===== src/rtl/fetch_pc_unit_pkg.sv =====
// Shared definitions for the fetch PC unit: FSM state encoding, reset PC default
// and the instruction-alignment mask.
package fetch_pc_unit_pkg;

    typedef enum logic [1:0] {
        ST_FETCH = 2'd0,
        ST_WAIT  = 2'd1,
        ST_HOLD  = 2'd2,
        ST_HALT  = 2'd3
    } fetch_state_t;

    localparam logic [31:0] RESET_PC_DEFAULT = 32'h0000_0000;
    localparam logic [1:0]  MISALIGN_MASK    = 2'b11;

endpackage


===== src/rtl/fetch_pc_unit.sv =====
// Program counter and single-outstanding instruction fetch sequencer; hands fetched
// words to decode over valid/ready and squashes stale responses after a redirect.
module fetch_pc_unit
    import fetch_pc_unit_pkg::*;
#(
    parameter int                ADDR_W   = 32,
    parameter logic [ADDR_W-1:0] RESET_PC = ADDR_W'(RESET_PC_DEFAULT)
) (
    input  logic              clk_i,
    input  logic              rst_i,
    input  logic [ADDR_W-1:0] pc_plus4_i,
    input  logic              redirect_i,
    input  logic [ADDR_W-1:0] redirect_pc_i,
    output logic              imem_req_o,
    output logic [ADDR_W-1:0] imem_addr_o,
    input  logic              imem_gnt_i,
    input  logic              imem_rvalid_i,
    input  logic [31:0]       imem_rdata_i,
    output logic              inst_valid_o,
    output logic [31:0]       inst_o,
    output logic [ADDR_W-1:0] inst_pc_o,
    input  logic              inst_ready_i,
    output logic [ADDR_W-1:0] pc_o,
    output logic              misalign_o
);

    fetch_state_t      state_q, state_d;
    logic [ADDR_W-1:0] pc_q, pc_d;
    logic [31:0]       inst_q, inst_d;
    logic [ADDR_W-1:0] inst_pc_q, inst_pc_d;
    logic              valid_q, valid_d;
    logic              misalign_q, misalign_d;
    logic              drop_q, drop_d;
    logic              grant;
    logic              bad_target;

    always_ff @(posedge clk_i) begin
        if (rst_i) begin
            state_q    <= ST_FETCH;
            pc_q       <= RESET_PC;
            inst_q     <= '0;
            inst_pc_q  <= '0;
            valid_q    <= 1'b0;
            misalign_q <= 1'b0;
            drop_q     <= 1'b0;
        end else begin
            state_q    <= state_d;
            pc_q       <= pc_d;
            inst_q     <= inst_d;
            inst_pc_q  <= inst_pc_d;
            valid_q    <= valid_d;
            misalign_q <= misalign_d;
            drop_q     <= drop_d;
        end
    end

    // Normal sequencing first; a redirect then overrides whatever it decided.
    always_comb begin
        state_d    = state_q;
        pc_d       = pc_q;
        inst_d     = inst_q;
        inst_pc_d  = inst_pc_q;
        valid_d    = valid_q;
        misalign_d = misalign_q;
        drop_d     = drop_q;
        grant      = (state_q == ST_FETCH) && imem_gnt_i;
        bad_target = (redirect_pc_i[1:0] & MISALIGN_MASK) != 2'b00;

        case (state_q)
            ST_FETCH: begin
                if (grant) state_d = ST_WAIT;
            end
            ST_WAIT: begin
                if (imem_rvalid_i) begin
                    if (drop_q) begin
                        drop_d  = 1'b0;
                        state_d = ST_FETCH;
                    end else begin
                        inst_d    = imem_rdata_i;
                        inst_pc_d = pc_q;
                        valid_d   = 1'b1;
                        state_d   = ST_HOLD;
                    end
                end
            end
            ST_HOLD: begin
                if (inst_ready_i) begin
                    pc_d    = pc_plus4_i;
                    valid_d = 1'b0;
                    state_d = ST_FETCH;
                end
            end
            ST_HALT: begin
                valid_d = 1'b0;
            end
        endcase

        if (redirect_i && state_q != ST_HALT) begin
            inst_d    = inst_q;
            inst_pc_d = inst_pc_q;
            valid_d   = 1'b0;
            if (bad_target) begin
                misalign_d = 1'b1;
                pc_d       = pc_q;
                drop_d     = drop_q;
                state_d    = ST_HALT;
            end else begin
                pc_d = redirect_pc_i;
                case (state_q)
                    ST_FETCH: begin
                        drop_d  = grant;
                        state_d = grant ? ST_WAIT : ST_FETCH;
                    end
                    ST_WAIT: begin
                        drop_d  = !imem_rvalid_i;
                        state_d = imem_rvalid_i ? ST_FETCH : ST_WAIT;
                    end
                    default: begin
                        drop_d  = drop_q;
                        state_d = ST_FETCH;
                    end
                endcase
            end
        end
    end

    assign imem_req_o   = (state_q == ST_FETCH) && !rst_i;
    assign imem_addr_o  = pc_q;
    assign pc_o         = pc_q;
    assign inst_valid_o = valid_q;
    assign inst_o       = inst_q;
    assign inst_pc_o    = inst_pc_q;
    assign misalign_o   = misalign_q;

endmodule


===== config.mk =====
export PLATFORM = sky130hd
export DESIGN_NAME = fetch_pc_unit
export DESIGN_NICKNAME = d
export VERILOG_FILES = /design/src/rtl/fetch_pc_unit_pkg.sv /design/src/rtl/fetch_pc_unit.sv
export SDC_FILE = /design/constraint.sdc
export NUM_CORES = 1
export LEC_CHECK = 0
export ABC_AREA = 1
export ABC_CLOCK_PERIOD_IN_PS = 3600
export CELL_PAD_IN_SITES_DETAIL_PLACEMENT = 0
export CELL_PAD_IN_SITES_GLOBAL_PLACEMENT = 2
export CORE_UTILIZATION = 21
export DETAILED_ROUTE_END_ITERATION = 10
export PLACE_DENSITY = 0.9
export SKIP_LAST_GASP = 1
export SYNTH_ARGS = -nofsm -noshare
export SYNTH_HDL_FRONTEND = slang
export SYNTH_SLANG_ARGS = --single-unit

===== constraint.sdc =====
create_clock -name clk_i -period 3.6 [get_ports clk_i]
set_input_delay 0.36 -clock clk_i [delete_from_list [all_inputs] [get_ports clk_i]]
set_output_delay 0.36 -clock clk_i [all_outputs]
set_load 0.05 [all_outputs]

==> metrics <==
Die Y 147 um; met2 WL 7.30 mm; starting density of the core 21.7%; IO Pins 233; relative slew slack 48.7%; Clk pwr share 23.9%; Num CTS Buffers 9; Detailed Route WL 15.2 mm; CTS Hold Bufs 0; Final period util 71.7%; # diodes 0; fin. max-slew vios 0; share of power burned in registers 34.3%; total grt overflow 0; largest net degree at the start of global routing 65; post-synthesis cell type count 19; syn_nets 742; first-pass GRT wire length 23.9 mm; synthesized area 0.00444 mm2; outcome complete, no violations; Mapped Cells 634; setup slack, reg-to-reg 1.02 ns; CTS root buf clkbuf_16; share of layout cells above drive strength 1 3.54%; Crit Path Category register to register; area delta synth->final 57.3%; sw frac 42.6%; HPWL Detailed 10.7 mm; Worst EP required 3.89 ns; Setup TNS 0 ns; #FFs+latches synth 101; commonest non-fill, non-tap cell in the layout clkdlybuf4s50_1; CTS tree yes; Least-Margin Pin Slew 0.770 ns; Core Box Area 0.0205 mm2; gr usage total 14.1%; Syn. warnings 0; Max Cap Violations 0; clk buf depth 2; Starting DRT DRC Count 192; CTS clk-pin slew, worst paths 0.08 ns; Reg2Reg Launch Point state_q[0]; via count 4,431; number of H-tree levels 3; RR Endpoint imem_addr_o[4]; drt wl/cell 14.0 um; post-route ant nets 0; Pleak 2.99 nW; Peak VDD IR 0.000238 V; sw power 1.72 mW; Worst Path Max Fanout 32; type of the worst min-delay path register to register; CP Capture Type register; Post-Route M1 WL 6.92 mm; Finished Layout Cells 1,089; Die ar. 0.0217 mm2; Die X 147 um; maximum clock frequency 388 MHz; internal power 2.32 mW; Setup Fix Bufs, Post-CTS 0; I/O Buffers 232; Setup crit start kind register; Final Hold Vio Count 0; Remaining DRCs 0; top routing layer used met4; setup violators final 0; Reg2Reg Depth 9; cts repair resizes 0; vias in the first global route 4,282; placed cells 1,073; hold_sp misalign_o; initial antenna violation count 0; Via density 4.07; minimum clock period 2.58 ns; Avg Synthesized Cell Area 7.00 um2; Min-Delay Path Depth 2; PD cells 579 mW/mm2; clk sinks 101; Setup Skew 0.00721 ns; Hold EP misalign_o; Skew-Pair Late Insertion Delay 0.35 ns; most frequent cells in the layout clkdlybuf4s50_1, nor2_1, nand2_1; RSZ-0062 raised after global routing false; share of the yosys chip area belonging to registers 45.6%; GP Congestion 0.769; Nets 922; combinational fraction of design power 41.8%; Crit path arrival time 2.87 ns; drt pass-1 iters 4; DR WL met3 844 um; row cnt 52
critical path, cell delays in order, from the launching register on:
cell and delay [ns]:
dfxtp_1 0.43, ha_1 0.20, inv_1 0.05, nand2_2 0.33
inv_1 0.11, o21ai_1 0.15, nand2_1 0.40, inv_2 0.63
nor2_1 0.09, nor2_1 0.12
power by group through the flow:
stage	Combinational [mW]	Sequential, mW	Clock, mW
3_3_place_gp	1.70	1.41	0
2_1_floorplan	0.717	1.85	0
4_1_cts	1.71	1.39	1.01
6_report	1.69	1.38	0.965
3_5_place_dp	1.70	1.41	0
5_1_grt	1.81	1.41	1.05
layer usage:
metal	vias up	track usage, %
li1	2312	-
met2	122	23.4
met1	1986	18.2
met5	-	0
met3	11	3.86
met4	0	2.99
final cells by class:
cell class	instances	area (um2)
fill	2219	13500
timing repair buffer	238	2380
sequential	101	2020
multi-input combinational	447	1880
tap	270	338
clock buffer	9	225
clock inverter	7	67.6
inverter	17	63.8
cell families (layout without fill, tap and decap cells):
logic type	after synthesis	in the layout	share of synthesized area, %
adders and majority gates	6	6	1.69
and+or+nand+nor	339	339	29.2
DFF	101	101	45.6
AOI/OAI and AO/OA	102	102	11.5
buffers and inverters	86	271	12.0
metrics by stage:
step / total power [mW] / worst slack, ns / hold slack [ns] / instance area, um2 / util, %
after detailed placement: 3.12 / 0.776 / 0.470 / 6690 / 32.6
after global routing: 4.26 / 0.527 / 0.522 / 6980 / 34.1
after floorplan: 2.57 / 1.91 / 0.429 / 4440 / -
after global placement: 3.12 / 0.826 / 0.477 / 6690 / 32.6
after CTS: 4.11 / 0.924 / 0.490 / 6980 / 34.1
final: 4.04 / 1.02 / 0.487 / 6980 / 34.1
synthesized netlist by cell type:
library cell  instances  share of area [%]
nor2_4                1               0.25
clkbuf_1             11               0.93
inv_2                 3               0.25
nand2_2               2               0.28
nor2b_1               1               0.14
buf_6                 8                2.0
dfxtp_1             101                 46
nand3_1               4               0.45
inv_1                14                1.2
buf_4                35                5.9
nand4_1               1               0.14
a21oi_1               2               0.23
ha_1                  6                1.7
or2_2                 1               0.14
o21ai_1              58                6.5
nor2_1              205                 17
nand2_1             124                 10
o21ai_0              42                4.7
buf_2                15                1.7
registers in the layout (all words and copies together) (netlist names):
| signal | flops |
|---|---|
| inst_valid_o | 1 |
| inst_pc_o | 32 |
| inst_o | 32 |
| drop_q | 1 |
| state_q | 2 |
| misalign_o | 1 |
| imem_addr_o | 32 |
worst max-delay path by stage:
stage | end | start | slack, ns
2_1_floorplan | imem_req_o | state_q[0] | 1.91
3_3_place_gp | imem_addr_o[16] | redirect_i | 0.83
5_1_grt | imem_addr_o[26] | state_q[0] | 0.53
3_5_place_dp | imem_addr_o[4] | redirect_i | 0.78
4_1_cts | imem_addr_o[7] | state_q[0] | 0.92
6_report | imem_addr_o[4] | state_q[0] | 1.02
No activity file was read; power rests on OpenSTA's default activity.
